[src/rtl/cpa_seq_pkg.sv]
// Shared widths and FSM state type for the sequential 32-bit adder controller.
package cpa_seq_pkg;
  localparam int HALF_W = 16;
  localparam int DATA_W = 2 * HALF_W;
  localparam int RSP_W  = DATA_W + 1;
  localparam int CPA_W  = HALF_W + 1;

  typedef enum logic [1:0] {
    IDLE,
    LO,
    HI,
    DONE
  } state_e;
endpackage

[src/rtl/cpa_17bit.sv]
// 17-bit carry-propagate adder slice shared by all requesters; the carry-in
// arrives through bit 0 of both operands.
module cpa_17bit
  import cpa_seq_pkg::*;
(
  input  logic [CPA_W-1:0] x,
  input  logic [CPA_W-1:0] y,
  output logic [CPA_W:0]   sum
);

  assign sum = {1'b0, x} + {1'b0, y};

endmodule

[src/rtl/cpa_seq_add32_ctrl.sv]
// Round-robin sequencer running 32-bit adds as two 16-bit passes on one shared
// CPA slice. Define CPA_SEQ_SUB_EN to add the req_sub port and A-B support.
module cpa_seq_add32_ctrl
  import cpa_seq_pkg::*;
#(
  parameter int NREQ = 2
) (
  input  logic                      clk,
  input  logic                      rst,
  input  logic [NREQ-1:0]           req_valid,
  output logic [NREQ-1:0]           req_ready,
  input  logic [NREQ*DATA_W-1:0]    req_a,
  input  logic [NREQ*DATA_W-1:0]    req_b,
`ifdef CPA_SEQ_SUB_EN
  input  logic [NREQ-1:0]           req_sub,
`endif
  output logic                      rsp_valid,
  input  logic                      rsp_ready,
  output logic [RSP_W-1:0]          rsp_sum,
  output logic [$clog2(NREQ)-1:0]   rsp_id,
  output logic                      busy
);

  localparam int ID_W = $clog2(NREQ);

  state_e            state_q, state_d;
  logic [ID_W-1:0]   rr_ptr_q, rr_ptr_d;
  logic [ID_W-1:0]   rsp_id_q, rsp_id_d;
  logic [DATA_W-1:0] op_a_q, op_a_d;
  logic [DATA_W-1:0] op_b_q, op_b_d;
  logic [HALF_W-1:0] lo_q, lo_d;
  logic              carry_q, carry_d;
  logic              rsp_valid_q, rsp_valid_d;
  logic [RSP_W-1:0]  rsp_sum_q, rsp_sum_d;

  logic [NREQ-1:0]   grant;
  logic [ID_W-1:0]   grant_idx;
  logic              grant_found;
  logic [ID_W:0]     cand;
  logic [DATA_W-1:0] sel_a, sel_b;

  logic              cin, cin_lo;
  logic [HALF_W-1:0] half_a, half_b;
  logic [CPA_W:0]    cpa_sum;
  logic              cpa_lsb_unused;

`ifdef CPA_SEQ_SUB_EN
  logic              sub_q, sub_d;
  logic              sel_sub;
  assign cin_lo = sub_q;
`else
  assign cin_lo = 1'b0;
`endif

  // Search starts one past the last winner so every requester gets a turn.
  always_comb begin
    grant       = '0;
    grant_idx   = '0;
    grant_found = 1'b0;
    cand        = '0;
    for (int k = 1; k <= NREQ; k++) begin
      cand = {1'b0, rr_ptr_q} + (ID_W+1)'(k);
      if (cand >= (ID_W+1)'(NREQ)) begin
        cand = cand - (ID_W+1)'(NREQ);
      end
      if (!grant_found && req_valid[cand[ID_W-1:0]]) begin
        grant_found = 1'b1;
        grant_idx   = cand[ID_W-1:0];
      end
    end
    if (grant_found) begin
      grant[grant_idx] = 1'b1;
    end
  end

  assign req_ready = (state_q == IDLE) ? grant : '0;

  always_comb begin
    sel_a = '0;
    sel_b = '0;
    for (int i = 0; i < NREQ; i++) begin
      if (grant_idx == ID_W'(i)) begin
        sel_a = req_a[i*DATA_W +: DATA_W];
        sel_b = req_b[i*DATA_W +: DATA_W];
      end
    end
  end

`ifdef CPA_SEQ_SUB_EN
  assign sel_sub = req_sub[grant_idx];
`endif

  assign half_a = (state_q == HI) ? op_a_q[DATA_W-1:HALF_W] : op_a_q[HALF_W-1:0];
  assign half_b = (state_q == HI) ? op_b_q[DATA_W-1:HALF_W] : op_b_q[HALF_W-1:0];
  assign cin    = (state_q == HI) ? carry_q : cin_lo;

  cpa_17bit u_cpa (
    .x   ({half_a, cin}),
    .y   ({half_b, cin}),
    .sum (cpa_sum)
  );

  // Bit 0 only absorbs the doubled carry-in and carries no result.
  assign cpa_lsb_unused = cpa_sum[0];

  always_comb begin
    state_d     = state_q;
    rr_ptr_d    = rr_ptr_q;
    rsp_id_d    = rsp_id_q;
    op_a_d      = op_a_q;
    op_b_d      = op_b_q;
    lo_d        = lo_q;
    carry_d     = carry_q;
    rsp_valid_d = rsp_valid_q;
    rsp_sum_d   = rsp_sum_q;
`ifdef CPA_SEQ_SUB_EN
    sub_d       = sub_q;
`endif
    case (state_q)
      IDLE: begin
        if (grant_found) begin
          op_a_d   = sel_a;
`ifdef CPA_SEQ_SUB_EN
          sub_d    = sel_sub;
          op_b_d   = sel_sub ? ~sel_b : sel_b;
`else
          op_b_d   = sel_b;
`endif
          rsp_id_d = grant_idx;
          rr_ptr_d = grant_idx;
          state_d  = LO;
        end
      end
      LO: begin
        lo_d    = cpa_sum[HALF_W:1];
        carry_d = cpa_sum[HALF_W+1];
        state_d = HI;
      end
      HI: begin
        rsp_sum_d   = {cpa_sum[HALF_W+1:1], lo_q};
        rsp_valid_d = 1'b1;
        state_d     = DONE;
      end
      DONE: begin
        if (rsp_ready) begin
          rsp_valid_d = 1'b0;
          state_d     = IDLE;
        end
      end
      default: state_d = IDLE;
    endcase
  end

  always_ff @(posedge clk or posedge rst) begin
    if (rst) begin
      state_q     <= IDLE;
      rr_ptr_q    <= ID_W'(NREQ - 1);
      rsp_id_q    <= '0;
      op_a_q      <= '0;
      op_b_q      <= '0;
      lo_q        <= '0;
      carry_q     <= 1'b0;
      rsp_valid_q <= 1'b0;
      rsp_sum_q   <= '0;
`ifdef CPA_SEQ_SUB_EN
      sub_q       <= 1'b0;
`endif
    end else begin
      state_q     <= state_d;
      rr_ptr_q    <= rr_ptr_d;
      rsp_id_q    <= rsp_id_d;
      op_a_q      <= op_a_d;
      op_b_q      <= op_b_d;
      lo_q        <= lo_d;
      carry_q     <= carry_d;
      rsp_valid_q <= rsp_valid_d;
      rsp_sum_q   <= rsp_sum_d;
`ifdef CPA_SEQ_SUB_EN
      sub_q       <= sub_d;
`endif
    end
  end

  assign rsp_valid = rsp_valid_q;
  assign rsp_sum   = rsp_sum_q;
  assign rsp_id    = rsp_id_q;
  assign busy      = (state_q != IDLE);

endmodule
[config.mk]
export PLATFORM = sky130hd
export DESIGN_NAME = cpa_seq_add32_ctrl
export DESIGN_NICKNAME = d
export VERILOG_FILES = /design/src/rtl/cpa_seq_pkg.sv /design/src/rtl/cpa_17bit.sv /design/src/rtl/cpa_seq_add32_ctrl.sv
export SDC_FILE = /design/constraint.sdc
export NUM_CORES = 1
export LEC_CHECK = 0
export CORE_ASPECT_RATIO = 0.8
export CORE_MARGIN = 5
export CORE_UTILIZATION = 45
export CTS_BUF_LIST = sky130_fd_sc_hd__clkbuf_4 sky130_fd_sc_hd__clkbuf_8 sky130_fd_sc_hd__clkbuf_16
export DETAILED_ROUTE_END_ITERATION = 8
export PLACE_DENSITY = 0.76
export SLEW_MARGIN = 5
export SYNTH_ARGS = -nofsm -noshare
export SYNTH_HDL_FRONTEND = slang
export SYNTH_HIERARCHICAL = 1
export SYNTH_SLANG_ARGS = --single-unit
[constraint.sdc]
create_clock -name clk -period 10.1 [get_ports clk]
set_input_delay 1.515 -clock clk [delete_from_list [all_inputs] [get_ports clk]]
set_output_delay 1.515 -clock clk [all_outputs]
set_load 0.03 [all_outputs]
==> impl_results.md <==
- Post-synthesis instance total: about 600
- Final Critical Period: 5600 ps
- R2R cell count: 13
- Crit-path most repeated cell: clkdlybuf4s50_1
- Worst path slowest cell: clkdlybuf4s50_1
- Slew headroom: 34.2%
- DR pass1 iterations: 5
- # IOs: 171
- WP buf/inv: 3
- R2r setup slk: 5790 ps
- Rows: 38
- WL per Instance: between 15 and 20 um
- Status: complete, no violations
- Worst path top cell family by delay: buffers and inverters
- Fmax: 178 MHz
- Worst hold path depth: 1
- CTS H-tree lvls: 4
- Clock skew: between 10 and 15 ps
- PostCTS Resize Cnt: 0
- Max cap viols: 0
- Clk Latency, worst-skew pair: around 410 ps
- TNS Setup: 0 ps
- Root Buffer: clkbuf_16
- Primary FF master, synth: dfrtp_1
- # diodes: 0
- CTS tree: done
- Max-slew violations: 0
- Routability Congestion: roughly 0.85
- Critical Path AT: 4090 ps
- Crit path kind: primary input to output port
- Element type at the critical path start: primary input
- Critical Path Fanout Max: 56
- Postcts setup bufs: 0
- Hold Vio Cnt, Final: 0
- # fillers: approximately 1000
- FF-to-FF End: rsp_sum[29]$_DFFE_PP0P_
- Post-route DRC: 0
- Most common cell after layout, fill and taps aside: clkdlybuf4s50_1
- CP Cell Sequence: clkdlybuf4s50_1 > a21bo_1 > buf_4 > nor2_2 > clkdlybuf4s50_1
- Vias in the first global route: ~5500
- Worst-margin pin slew: 987 ps
- Mapped cell area: around 6200 um2
- Synth Net Count: between 700 and 800
- Layout Area Growth over Synthesis: 39.8%
- Die height: between 100 and 150 um
- Initial drt markers: between 300 and 400
- HPWL after DPL: between 10000 and 15000 um
- RSZ-0062 raised after global routing: false
- Class of the worst hold path: flop to flop
- CTS buffer count: 17
- Sequential-to-total area share from yosys stat: a little under half
- Crit Reg-Reg Startpoint: state_q[0]$_DFFE_PP0P_
- First-pass GRT wire length: 28700 um
- Share of layout cells above drive strength 1: between 10% and 20%
- Most frequent cells in the layout: clkdlybuf4s50_1 (170), dfrtp_1 (118), a21oi_1 (100)
- Ys Warns: 6
- Initial Utilization: around 46%
- Grt ovf: 0
- WHS Endpoint: op_a_q[31]$_DFFE_PP0P_
- Unique masters post-synth: between 40 and 50
- Initial antenna violation count: 0
- Multi-input gate area: slightly above 3000 um2
- IO buf count: 170
- Storage element area: approximately 3000 um2
- Die width: roughly 140 um
- Pleak: ~3.7 nW
- Via total after detailed routing: approximately 5300
- Die area: roughly 16000 um2
- DR vias/cell: 5.63
- Largest net degree at the start of global routing: 67
- Ys async rst share: 100%
- Total GRT Usage: between 20 and 25%
- Final setup viols: 0
- Required time of the critical path: 8590 ps
- CP peak stage delay: roughly 800 ps
- Hold Startpoint: op_a_q[31]$_DFFE_PP0P_
- Max IR drop VDD: approximately 0.20 mV
- Antenna viol nets, final: 0
- Final worst path period share: a little under three fifths
- Number of hold buffers added after cts: 0
- Number of flops mapped to enable cells by yosys: 0
- Fin util: between 60% and 70%
- # clock sinks: ~120
- Max Root-Sink Buffers: 2
- Crit path capture type: output port
- Seq cells post-synth: approximately 120
- Pwr/cell area: ~430 nW/um2
- Mean post-synth cell area: a little over 10 um2
- Layout net count: roughly 900
- DRT Wirelength: roughly 18000 um
- Clock-pin slew on the worst setup and hold paths: about 50 ps
- Core footprint: about 14000 um2
[cells by family (layout without fill, tap and decap cells)]
family                   count (synthesis)  after routing  share of synthesized area, %
buffers and inverters                   48            218                          3.48
AO/OA/AOI/OAI                          156            156                          15.5
multiplexers                            85             85                          15.4
XOR/XNOR                                13             13                          1.83
adder cells (fa/ha/maj)                 22             22                          4.54
flip-flops                             119            119                          47.8
AND/OR/NAND/NOR                        156            156                          11.4
[worst reg2reg max path, cell delays in order (launching register included)]
cell	delay [ps]
dfrtp_1	410
inv_1	110
ha_2	750
buf_4	560
and2_1	230
ha_1	170
inv_1	60
fa_1	390
nand2b_1	180
a211oi_1	300
o21ai_0	240
and4b_1	260
nor4_1	360
mux2_2	230
[cells in the mapped netlist (2+ instances only)]
cell type	n	area (um2)
mux2_2	85	957
and4b_1	2	20.0
a21o_1	2	15.0
and3_1	25	156
o21ai_0	11	55.1
nand3_1	6	30.0
xnor2_1	6	52.6
xor2_1	7	61.3
nand2_1	53	199
ha_1	21	263
dfrtp_1	118	2950
nand4_1	2	12.5
clkbuf_1	10	37.5
a221o_1	24	240
nor2_1	55	206
buf_2	23	115
a211oi_1	2	15.0
nor2b_1	4	25.0
inv_1	11	41.3
a31oi_1	3	18.8
buf_1	3	11.3
o211ai_1	2	15.0
nor2_2	2	12.5
a21oi_1	100	500
[cell type report]
type | instances | area share (%)
repair buffers | 175 | 20.0
multi-input cells | 432 | 35.1
clock inverters | 11 | 2.26
clock buffers | 21 | 5.37
inverters | 11 | 0.503
well taps | 180 | 2.59
flip-flops and latches | 119 | 34.2
[sequential cells by signal, summed over array words and instances (netlist names)]
name       cells
op_b_q        32
rr_ptr_q       1
rsp_valid      1
op_a_q        32
state_q        2
carry_q        1
rsp_id         1
rsp_sum       33
lo_q          16
[where the power goes]
group | leakage (nW) | internal (mW) | switching, mW
clock network | 0.320 | 0.457 | 0.214
registers | 1.39 | 0.739 | 0.153
logic | 2.03 | 0.986 | 1.19
total | 3.74 | 2.18 | 1.56
[worst max path at each step]
stage	start	end	cells after the start
3_5_place_dp	req_valid[1]	req_ready[1]	5
4_1_cts	req_valid[1]	req_ready[1]	5
5_1_grt	req_valid[1]	req_ready[1]	5
3_3_place_gp	req_valid[1]	req_ready[1]	5
2_1_floorplan	rst	carry_q$_DFFE_PP0N_	1
6_report	req_valid[1]	req_ready[1]	5
[metrics by stage]
| step | instances | power, mW | hold slack [ps] | setup slack [ps] | area [um2] |
|---|---|---|---|---|---|
| 2_1_floorplan | 599 | 2.41 | 473 | 5430 | 6230 |
| 3_3_place_gp | 917 | 2.97 | 467 | 4550 | 8040 |
| 3_5_place_dp | 917 | 3.05 | 491 | 4500 | 8040 |
| 4_1_cts | 949 | 3.74 | 506 | 4490 | 8710 |
| 5_1_grt | 949 | 4.00 | 518 | 4370 | 8710 |
| 6_report | 949 | 3.74 | 503 | 4500 | 8710 |
[routing by layer]
layer	GRT usage, %	up-vias	routed length, um
met5	0	-	0
li1	-	2459	-
met3	7.44	20	1670
met4	4.80	0	177
met1	29.9	2618	7720
met2	35.8	242	8390
(Power assumes the default switching activity.)
